`config.mk`:
```
export PLATFORM = sky130hd
export DESIGN_NAME = gc_ctrl_apb
export DESIGN_NICKNAME = d
export VERILOG_FILES = /design/src/rtl/gc_pkg.sv /design/src/rtl/gc_us_tick.sv /design/src/rtl/gc_ctrl_apb.sv
export SDC_FILE = /design/constraint.sdc
export NUM_CORES = 1
export LEC_CHECK = 0
export CAP_MARGIN = 20
export CORE_AREA = 4 4 150 152
export CTS_CLUSTER_DIAMETER = 80
export CTS_CLUSTER_SIZE = 30
export DETAILED_ROUTE_END_ITERATION = 10
export DIE_AREA = 0 0 154 156
export PLACE_DENSITY_LB_ADDON = 0.2
export SYNTH_ARGS = -nofsm -noshare
export SYNTH_HDL_FRONTEND = slang
export SYNTH_SLANG_ARGS = --single-unit
export TNS_END_PERCENT = 100
```
`constraint.sdc`:
```
create_clock -name PCLK -period 2.63 [get_ports PCLK]
set_input_delay 0.263 -clock PCLK [delete_from_list [all_inputs] [get_ports PCLK]]
set_output_delay 0.263 -clock PCLK [all_outputs]
set_load 0.005 [all_outputs]
```
`src/rtl/gc_pkg.sv`:
```
// Shared definitions for the GameCube controller APB slave.
// Holds the register map, register bit positions, the poll command word,
// the controller FSM state type and a small phase-timing helper.
package gc_pkg;

    // Register byte offsets on the APB bus
    localparam logic [7:0] ADDR_CTRL    = 8'h00;
    localparam logic [7:0] ADDR_STATUS  = 8'h04;
    localparam logic [7:0] ADDR_DATA_HI = 8'h08;
    localparam logic [7:0] ADDR_DATA_LO = 8'h0C;

    // CTRL bit positions
    localparam int CTRL_START  = 0;
    localparam int CTRL_RUMBLE = 1;
    localparam int CTRL_IRQ_EN = 2;

    // STATUS bit positions
    localparam int STAT_BUSY    = 0;
    localparam int STAT_DONE    = 1;
    localparam int STAT_TIMEOUT = 2;

    // Poll command; bit 0 carries the rumble request
    localparam logic [23:0] GC_CMD_POLL = 24'h400300;
    localparam int CMD_BITS  = 24;
    localparam int RESP_BITS = 64;

    typedef enum logic [2:0] {
        S_IDLE      = 3'd0,
        S_TX_LOW    = 3'd1,
        S_TX_HIGH   = 3'd2,
        S_TX_STOP   = 3'd3,
        S_RX_WAIT   = 3'd4,
        S_RX_SAMPLE = 3'd5,
        S_RX_STOP   = 3'd6
    } gc_state_e;

    // True on the last cycle of a phase lasting dur microseconds,
    // given a counter that was reloaded on the first cycle of the phase.
    function automatic logic phase_end(input logic tick, input logic [15:0] us_cnt,
                                       input logic [15:0] dur);
        return tick && (us_cnt == (dur - 16'd1));
    endfunction

    // True for the four decoded register offsets
    function automatic logic addr_mapped(input logic [7:0] addr);
        return (addr == ADDR_CTRL) || (addr == ADDR_STATUS) ||
               (addr == ADDR_DATA_HI) || (addr == ADDR_DATA_LO);
    endfunction

endpackage

```
`src/rtl/gc_us_tick.sv`:
```
// Microsecond timebase for the controller FSM.
// A prescaler produces a one-cycle strobe every TICKS_PER_US clocks and a
// counter accumulates whole microseconds since the last reload. Reload zeroes
// both, so a phase started with reload lasts exactly N*TICKS_PER_US cycles
// when it ends on the strobe with o_us_cnt == N-1.
// Ports:
//   i_clk     clock
//   i_rst_n   async active-low reset
//   i_reload  restart prescaler and microsecond count
//   o_tick    one-cycle strobe at the end of each microsecond
//   o_us_cnt  whole microseconds elapsed since reload (saturating)
module gc_us_tick #(
    parameter int unsigned TICKS_PER_US = 40
) (
    input  logic        i_clk,
    input  logic        i_rst_n,
    input  logic        i_reload,
    output logic        o_tick,
    output logic [15:0] o_us_cnt
);

    localparam logic [15:0] PRE_MAX = 16'(TICKS_PER_US - 1);

    logic [15:0] r_pre;
    logic [15:0] r_us;
    logic        w_wrap;

    assign w_wrap   = (r_pre == PRE_MAX);
    assign o_tick   = w_wrap;
    assign o_us_cnt = r_us;

    // Prescaler and elapsed-microsecond counter
    always_ff @(posedge i_clk or negedge i_rst_n) begin
        if (!i_rst_n) begin
            r_pre <= 16'd0;
            r_us  <= 16'd0;
        end else if (i_reload) begin
            r_pre <= 16'd0;
            r_us  <= 16'd0;
        end else if (w_wrap) begin
            r_pre <= 16'd0;
            if (r_us != 16'hFFFF) begin
                r_us <= r_us + 16'd1;
            end else begin
                r_us <= r_us;
            end
        end else begin
            r_pre <= r_pre + 16'd1;
        end
    end

endmodule

```
`src/rtl/gc_ctrl_apb.sv`:
```
// APB3 slave that polls a GameCube controller over one open-drain line.
// A START write sends the 24-bit poll command MSB first, then the 64-bit
// response is sampled into a shadow register and published to DATA_HI/LO.
// Missing or stalled responses end the transfer with STATUS.TIMEOUT.
// Ports:
//   PCLK, PRESERN         clock, async active-low reset
//   PSEL/PENABLE/PWRITE   APB control
//   PADDR[7:0], PWDATA    APB address / write data
//   PRDATA, PREADY        read data (valid in access phase), always ready
//   PSLVERR               error for unmapped offsets, access phase only
//   GC_DATA_IN            raw line level (asynchronous)
//   GC_DATA_OE            1 pulls the line low
//   GC_IRQ                STATUS.DONE & CTRL.IRQ_EN
module gc_ctrl_apb
    import gc_pkg::*;
#(
    parameter int unsigned CLK_FREQ_HZ = 40_000_000,
    parameter int unsigned TIMEOUT_US  = 200,
    parameter int unsigned GAP_US      = 8
) (
    input  logic        PCLK,
    input  logic        PRESERN,
    input  logic        PSEL,
    input  logic        PENABLE,
    input  logic        PWRITE,
    input  logic [7:0]  PADDR,
    input  logic [31:0] PWDATA,
    output logic [31:0] PRDATA,
    output logic        PREADY,
    output logic        PSLVERR,
    input  logic        GC_DATA_IN,
    output logic        GC_DATA_OE,
    output logic        GC_IRQ
);

    localparam int unsigned TICKS_PER_US = CLK_FREQ_HZ / 1_000_000;
    localparam logic [15:0] TIMEOUT_LIM  = 16'(TIMEOUT_US);
    localparam logic [15:0] GAP_LIM      = 16'(GAP_US);
    localparam logic [6:0]  CMD_LAST     = 7'(CMD_BITS - 1);
    localparam logic [6:0]  RESP_LAST    = 7'(RESP_BITS - 1);

    gc_state_e r_state, w_state_nxt;

    logic        r_rumble, r_irq_en, r_done, r_timeout;
    logic [63:0] r_data, r_shadow;
    logic [23:0] r_cmd;
    logic [6:0]  r_bit_cnt;
    logic        r_sync1, r_sync2, r_sync3;
    logic        r_oe, r_irq, r_pslverr;
    logic [31:0] r_prdata;

    logic        w_tick;
    logic [15:0] w_us_cnt;
    logic        w_reload, w_start_ok, w_tx_shift, w_rx_shift;
    logic        w_bit_inc, w_bit_clr, w_set_done, w_set_to;
    logic        w_apb_wr, w_apb_setup, w_start_req, w_fall;
    logic        w_tx_bit;
    logic [15:0] w_lo_dur, w_hi_dur, w_rx_lim;
    logic        w_rumble_nxt, w_irq_en_nxt, w_done_nxt, w_to_nxt, w_busy_nxt;
    logic [63:0] w_data_nxt;
    logic [31:0] w_rd_data;
    logic        w_oe_nxt;
    logic        w_unused;

    assign w_unused = ^PWDATA[31:3];

    gc_us_tick #(.TICKS_PER_US(TICKS_PER_US)) u_tick (
        .i_clk    (PCLK),
        .i_rst_n  (PRESERN),
        .i_reload (w_reload),
        .o_tick   (w_tick),
        .o_us_cnt (w_us_cnt)
    );

    assign w_apb_wr    = PSEL & PENABLE & PWRITE;
    assign w_apb_setup = PSEL & ~PENABLE;
    assign w_start_req = w_apb_wr && (PADDR == ADDR_CTRL) && PWDATA[CTRL_START];
    assign w_fall      = r_sync3 & ~r_sync2;

    assign w_tx_bit = r_cmd[CMD_BITS-1];
    assign w_lo_dur = w_tx_bit ? 16'd1 : 16'd3;
    assign w_hi_dur = w_tx_bit ? 16'd3 : 16'd1;
    // The first response edge gets the long window; later edges the bit gap
    assign w_rx_lim = (r_bit_cnt == 7'd0) ? TIMEOUT_LIM : GAP_LIM;

    // FSM state register
    always_ff @(posedge PCLK or negedge PRESERN) begin
        if (!PRESERN) begin
            r_state <= S_IDLE;
        end else begin
            r_state <= w_state_nxt;
        end
    end

    // FSM next state and datapath control strobes
    always_comb begin
        w_state_nxt = r_state;
        w_reload    = 1'b0;
        w_start_ok  = 1'b0;
        w_tx_shift  = 1'b0;
        w_rx_shift  = 1'b0;
        w_bit_inc   = 1'b0;
        w_bit_clr   = 1'b0;
        w_set_done  = 1'b0;
        w_set_to    = 1'b0;
        case (r_state)
            S_IDLE: begin
                if (w_start_req) begin
                    w_state_nxt = S_TX_LOW;
                    w_reload    = 1'b1;
                    w_start_ok  = 1'b1;
                    w_bit_clr   = 1'b1;
                end else begin
                    w_state_nxt = S_IDLE;
                end
            end
            S_TX_LOW: begin
                if (phase_end(w_tick, w_us_cnt, w_lo_dur)) begin
                    w_state_nxt = S_TX_HIGH;
                    w_reload    = 1'b1;
                end else begin
                    w_state_nxt = S_TX_LOW;
                end
            end
            S_TX_HIGH: begin
                if (phase_end(w_tick, w_us_cnt, w_hi_dur)) begin
                    w_reload   = 1'b1;
                    w_tx_shift = 1'b1;
                    if (r_bit_cnt == CMD_LAST) begin
                        w_state_nxt = S_TX_STOP;
                    end else begin
                        w_state_nxt = S_TX_LOW;
                        w_bit_inc   = 1'b1;
                    end
                end else begin
                    w_state_nxt = S_TX_HIGH;
                end
            end
            S_TX_STOP: begin
                // Reload here so the first-edge timeout counts from release
                if (phase_end(w_tick, w_us_cnt, 16'd1)) begin
                    w_state_nxt = S_RX_WAIT;
                    w_reload    = 1'b1;
                    w_bit_clr   = 1'b1;
                end else begin
                    w_state_nxt = S_TX_STOP;
                end
            end
            S_RX_WAIT: begin
                // Reload only on edges, so the count spans low-to-low spacing
                if (w_fall) begin
                    w_state_nxt = S_RX_SAMPLE;
                    w_reload    = 1'b1;
                end else if (phase_end(w_tick, w_us_cnt, w_rx_lim)) begin
                    w_state_nxt = S_IDLE;
                    w_set_to    = 1'b1;
                end else begin
                    w_state_nxt = S_RX_WAIT;
                end
            end
            S_RX_SAMPLE: begin
                if (phase_end(w_tick, w_us_cnt, 16'd2)) begin
                    w_rx_shift = 1'b1;
                    if (r_bit_cnt == RESP_LAST) begin
                        w_state_nxt = S_RX_STOP;
                    end else begin
                        w_state_nxt = S_RX_WAIT;
                        w_bit_inc   = 1'b1;
                    end
                end else begin
                    w_state_nxt = S_RX_SAMPLE;
                end
            end
            S_RX_STOP: begin
                if (w_fall) begin
                    w_state_nxt = S_IDLE;
                    w_set_done  = 1'b1;
                end else if (phase_end(w_tick, w_us_cnt, GAP_LIM)) begin
                    w_state_nxt = S_IDLE;
                    w_set_to    = 1'b1;
                end else begin
                    w_state_nxt = S_RX_STOP;
                end
            end
            default: begin
                w_state_nxt = S_IDLE;
            end
        endcase
    end

    // Next values of software-visible registers; set beats w1c
    always_comb begin
        w_rumble_nxt = r_rumble;
        w_irq_en_nxt = r_irq_en;
        w_done_nxt   = r_done;
        w_to_nxt     = r_timeout;
        if (w_apb_wr && (PADDR == ADDR_CTRL)) begin
            w_rumble_nxt = PWDATA[CTRL_RUMBLE];
            w_irq_en_nxt = PWDATA[CTRL_IRQ_EN];
        end else begin
            w_rumble_nxt = r_rumble;
            w_irq_en_nxt = r_irq_en;
        end
        if (w_apb_wr && (PADDR == ADDR_STATUS)) begin
            w_done_nxt = r_done & ~PWDATA[STAT_DONE];
            w_to_nxt   = r_timeout & ~PWDATA[STAT_TIMEOUT];
        end else begin
            w_done_nxt = r_done;
            w_to_nxt   = r_timeout;
        end
        if (w_start_ok) begin
            w_done_nxt = 1'b0;
            w_to_nxt   = 1'b0;
        end else begin
            w_done_nxt = w_done_nxt;
            w_to_nxt   = w_to_nxt;
        end
        if (w_set_done) begin
            w_done_nxt = 1'b1;
        end else begin
            w_done_nxt = w_done_nxt;
        end
        if (w_set_to) begin
            w_to_nxt = 1'b1;
        end else begin
            w_to_nxt = w_to_nxt;
        end
        w_data_nxt = w_set_done ? r_shadow : r_data;
        w_busy_nxt = (w_state_nxt != S_IDLE);
    end

    // Read mux over next-cycle register values, so data landing at the
    // setup-phase edge is what the access phase returns
    always_comb begin
        w_rd_data = 32'd0;
        case (PADDR)
            ADDR_CTRL:    w_rd_data = {29'd0, w_irq_en_nxt, w_rumble_nxt, 1'b0};
            ADDR_STATUS:  w_rd_data = {29'd0, w_to_nxt, w_done_nxt, w_busy_nxt};
            ADDR_DATA_HI: w_rd_data = w_data_nxt[63:32];
            ADDR_DATA_LO: w_rd_data = w_data_nxt[31:0];
            default:      w_rd_data = 32'd0;
        endcase
    end

    // Line is only pulled during the low phases of command and stop bits
    assign w_oe_nxt = (w_state_nxt == S_TX_LOW) || (w_state_nxt == S_TX_STOP);

    // Register file, shift registers, synchroniser and registered outputs
    always_ff @(posedge PCLK or negedge PRESERN) begin
        if (!PRESERN) begin
            r_rumble  <= 1'b0;
            r_irq_en  <= 1'b0;
            r_done    <= 1'b0;
            r_timeout <= 1'b0;
            r_data    <= 64'd0;
            r_shadow  <= 64'd0;
            r_cmd     <= 24'd0;
            r_bit_cnt <= 7'd0;
            r_sync1   <= 1'b0;
            r_sync2   <= 1'b0;
            r_sync3   <= 1'b0;
            r_oe      <= 1'b0;
            r_irq     <= 1'b0;
            r_pslverr <= 1'b0;
            r_prdata  <= 32'd0;
        end else begin
            r_rumble  <= w_rumble_nxt;
            r_irq_en  <= w_irq_en_nxt;
            r_done    <= w_done_nxt;
            r_timeout <= w_to_nxt;
            r_data    <= w_data_nxt;
            r_sync1   <= GC_DATA_IN;
            r_sync2   <= r_sync1;
            r_sync3   <= r_sync2;
            r_oe      <= w_oe_nxt;
            r_irq     <= w_done_nxt & w_irq_en_nxt;
            r_pslverr <= w_apb_setup & ~addr_mapped(PADDR);
            r_prdata  <= (w_apb_setup && !PWRITE) ? w_rd_data : 32'd0;
            if (w_start_ok) begin
                r_cmd <= GC_CMD_POLL | {23'd0, PWDATA[CTRL_RUMBLE]};
            end else if (w_tx_shift) begin
                r_cmd <= {r_cmd[CMD_BITS-2:0], 1'b0};
            end else begin
                r_cmd <= r_cmd;
            end
            if (w_rx_shift) begin
                r_shadow <= {r_shadow[RESP_BITS-2:0], r_sync2};
            end else begin
                r_shadow <= r_shadow;
            end
            if (w_bit_clr) begin
                r_bit_cnt <= 7'd0;
            end else if (w_bit_inc) begin
                r_bit_cnt <= r_bit_cnt + 7'd1;
            end else begin
                r_bit_cnt <= r_bit_cnt;
            end
        end
    end

    assign PRDATA     = r_prdata;
    assign PREADY     = 1'b1;
    assign PSLVERR    = r_pslverr;
    assign GC_DATA_OE = r_oe;
    assign GC_IRQ     = r_irq;

endmodule

```
==> reports/metrics.csv <==
stage;metric;value;unit
outcome;outcome;completed;
worst_setup_path;cp_cell_sequence;nor4_1, buf_4, nand4_1, nor4_2, a2111oi_1, or4b_4, o311ai_4, a21oi_2;
min_path;min_from;GC_DATA_IN;
global_routing;grt_pass1_wl;31.06;mm
worst_setup_path;r2r_setup_slack;0.09;ns
power_and_ir_drop;vdd_drop_max;415.8;uV
logic_synthesis;ys.flop_type;dfrtp_1;
logic_synthesis;synth_area;9787;sq um
placed_design;dpl.hpwl;11.42;mm
worst_setup_path;max_stage_delay;0.55;ns
clock_network;insertion_delay;0.49;ns
timing;worst_pin_slew;0.6321;ns
logic_synthesis;synth_compound_area_share;6.520;%
power_and_ir_drop;p_per_area;517.8;nW/um^2
timing;relSlewSlack;57.86;%
clock_network;clkTransAtPathRegs;0.09;ns
logic_synthesis;synth-seq-cells;236;
worst_setup_path;r2r_start;u_tick.o_us_cnt[11];
global_routing;grt_use_total;15.05;%
clock_network;root_buffer;clkbuf_16;
detailed_routing;ant_nets;0;
worst_setup_path;startpoint;u_tick.o_us_cnt[11];
clock_network;cts_max_level;1;
global_routing;first_global_vias;6432;
detailed_routing;drt-wirelength-per-cell;15.98;um
floorplan;ios;82;
detailed_routing;route.detailed.drc;0;
worst_setup_path;endpoint_kind;flop;
detailed_routing;via_per_inst;5.379;
logic_synthesis;synthSimpleGateAreaFrac;12.29;%
min_path;whs_path_depth;1;
floorplan;die_w;154;um
detailed_routing;dr.first_iter.drc_count;364;
logic_synthesis;synth_top_area_share;60.34;%
logic_synthesis;syn_avg_cell_area;12.58;sq um
logic_synthesis;syn_nets;830;
logic_synthesis;synth_top_family_by_area;multiplexers;
logic_synthesis;yosysTopAreaCell;dfrtp_1;
clock_network;cts_tree;done;
timing;finalCriticalPeriod;2.539;ns
worst_setup_path;crit_family;simple AND/OR/NAND/NOR gates;
logic_synthesis;synthMuxAreaShare;15.18;%
power_and_ir_drop;pwr-share-seq;61.7;%
floorplan;coreArea;21020;sq um
worst_setup_path;reg2reg_depth;8;
cells_and_area;diodes;0;
detailed_routing;drt_wl_total;18.01;mm
cells_and_area;final_cells;1127;
power_and_ir_drop;power_frac_comb;2.3;%
logic_synthesis;synth-warning-count;0;
worst_setup_path;path_buf_inv;1;
worst_setup_path;cp.arrival;2.89;ns
global_routing;grt_max_degree;84;
logic_synthesis;synth.top_cells.by_area;dfrtp_1, mux2_2, nor2_1;
worst_setup_path;cp_max_fo;5;
timing;finalSetupViolCount;0;
timing;max_freq;393.8;MHz
logic_synthesis;synth_edf_count;0;
flow_run;maxCapViolCount;0;
min_path;min_to;r_sync1;
floorplan;start_util;46.56;%
worst_setup_path;start_kind;flop;
logic_synthesis;synthCells;778;
detailed_routing;vias;6062;
floorplan;dieArea;24020;sq um
timing;hold_viol;0;
worst_setup_path;crit_slowest_cell;or4b_4;
floorplan;core.rowCount;53;
timing;rsz0062_at_grt;yes;
placed_design;gp_congestion;0.8498;
clock_network;cts_made_buffers;13;
logic_synthesis;synthAdderAreaFrac;0.7671;%
worst_setup_path;path_class;flop to flop;
logic_synthesis;yosysSeqAreaShare;60.34;%
worst_setup_path;reg2reg_to;PRDATA[0];
cells_and_area;nets;899;
clock_network;clockBufferDepth;3;
global_routing;overflow;0;
power_and_ir_drop;p_sw;1.261;mW
detailed_routing;drtPass1Iterations;4;
power_and_ir_drop;internal_power;4.620;mW
logic_synthesis;synth_xor_area_share;2.774;%
power_and_ir_drop;switching_share;21.44;%
global_routing;antenna_found_initial;0;
power_and_ir_drop;p_leak;5.328;nW
timing;timing.final.crit_share;96.56;%
floorplan;die_y;156;um
cells_and_area;drive_gt1_share;25.00;%
cells_and_area;syn2layout_area_growth;16.04;%
min_path;hp-class;input pin to flop;
timing;finalClockSkew;0.03711;ns
logic_synthesis;yosys.cell_types.count;51;
placed_design;dp_cells;1100;
worst_setup_path;worstPathRequired;2.98;ns
logic_synthesis;synth-async-reset-ratio;100.0;%
clock_network;clock_sinks;236;
timing;slew_violations;0;
power_and_ir_drop;finalPower;5.881;mW
placed_design;portBuffers;51;
power_and_ir_drop;p_clk_share;36.0;%
## power by group through the flow
stage / Clock (mW) / Sequential (mW) / Combinational [mW]
6_report: 2.12 / 3.63 / 0.133
5_1_grt: 2.35 / 3.63 / 0.154
4_1_cts: 2.20 / 3.63 / 0.140
3_5_place_dp: 0 / 3.70 / 0.138
3_3_place_gp: 0 / 3.70 / 0.135
2_1_floorplan: 0 / 3.70 / 0.0207
## layout by cell type (no fill, tap or decap), drive strengths merged, types with 20 or more instances in the layout
cell / instances
mux2: 131
nor2b: 31
clkdlybuf4s50: 50
nor2: 78
a31oi: 32
xor2: 21
nand2: 27
buf: 43
a22o: 20
dfrtp: 236
## sequential cells by signal (all words and copies together) (netlist names)
register / count
GC_DATA_OE: 1
PRDATA: 32
r_cmd: 24
PSLVERR: 1
u_tick.o_us_cnt: 16
r_shadow: 64
GC_IRQ: 1
u_tick.r_pre: 16
r_bit_cnt: 7
r_irq_en: 1
r_timeout: 1
r_sync1: 1
r_state: 3
r_sync3: 1
r_data: 64
r_sync2: 1
r_rumble: 1
r_done: 1
## through the flow
stage | setup slack [ns] | TNS, ns | util, % | hold slack [ns] | instance area [sq um]
2_1_floorplan | 0.1082 | 0 | - | -0.03259 | 9787
3_3_place_gp | 0.01133 | 0 | 51.49 | 0.2811 | 10820
3_5_place_dp | -0.05537 | -0.05537 | 51.49 | 0.2901 | 10820
4_1_cts | 0.007071 | 0 | 53.56 | 0.2326 | 11260
5_1_grt | -0.04091 | -0.04091 | 54.03 | 0.2357 | 11360
6_report | 0.09050 | 0 | 54.03 | 0.2517 | 11360
## Yosys cell counts (7+ instances only)
library cell,n
dfrtp_1,236
mux2_2,131
nor2_1,78
a31oi_1,32
clkbuf_1,31
nor2b_1,31
nand2_1,27
xor2_1,21
a22o_1,20
nand3_1,19
a21oi_1,14
inv_1,11
nand4_1,11
nor4_1,10
xnor2_1,10
and2_1,8
and4_1,8
o21ai_0,8
or3_1,8
and3_1,7
## per-layer routing
| metal | share of wire [%] | vias up | track usage, % | routed length [um] |
|---|---|---|---|---|
| met5 | 0 | - | 0 | 0 |
| met4 | 1.7 | 0 | 2.860 | 313 |
| met3 | 2.9 | 22 | 2.247 | 527 |
| met2 | 51 | 86 | 26.81 | 9141 |
| met1 | 45 | 3088 | 19.82 | 8027 |
| li1 | - | 2866 | - | - |
## worst max path at each step
stage / end / slack (ns) / cells after the start
5_1_grt: PRDATA[0] / -0.04 / 9
4_1_cts: PRDATA[0] / 0.007 / 9
3_5_place_dp: PRDATA[0] / -0.06 / 9
2_1_floorplan: PRDATA[0] / 0.11 / 9
6_report: PRDATA[0] / 0.09 / 8
3_3_place_gp: PRDATA[0] / 0.01 / 9
## kinds of logic (layout without fill, tap and decap cells)
kind of cell / count (synthesis) / in the layout
compound gates: 92 / 92
xor+xnor: 31 / 31
fa+ha+maj: 6 / 6
buf+inv: 51 / 125
flops: 236 / 236
mux: 132 / 132
other cells: 1 / 1
simple gates: 229 / 229
## area by class of cell
cell class,count,area [sq um]
flip-flops and latches,236,5907
well taps,275,344.1
clock buffers,15,332.8
clock inverters,5,52.55
multi-input cells,491,3772
fillers,1750,9664
repair buffers,94,907.1
inverters,11,41.29
## repair_timing
| action | CTS | global route |
|---|---|---|
| hold buffers | 1 | 0 |
| setup endpoints to repair | 1 | 10 |
| pin swaps | 1 | 7 |
| hold endpoints to repair | 77 | 0 |
| resized for setup | 4 | 14 |
| buffers inserted | 2 | 4 |
Power figures use the tool's default switching activity.
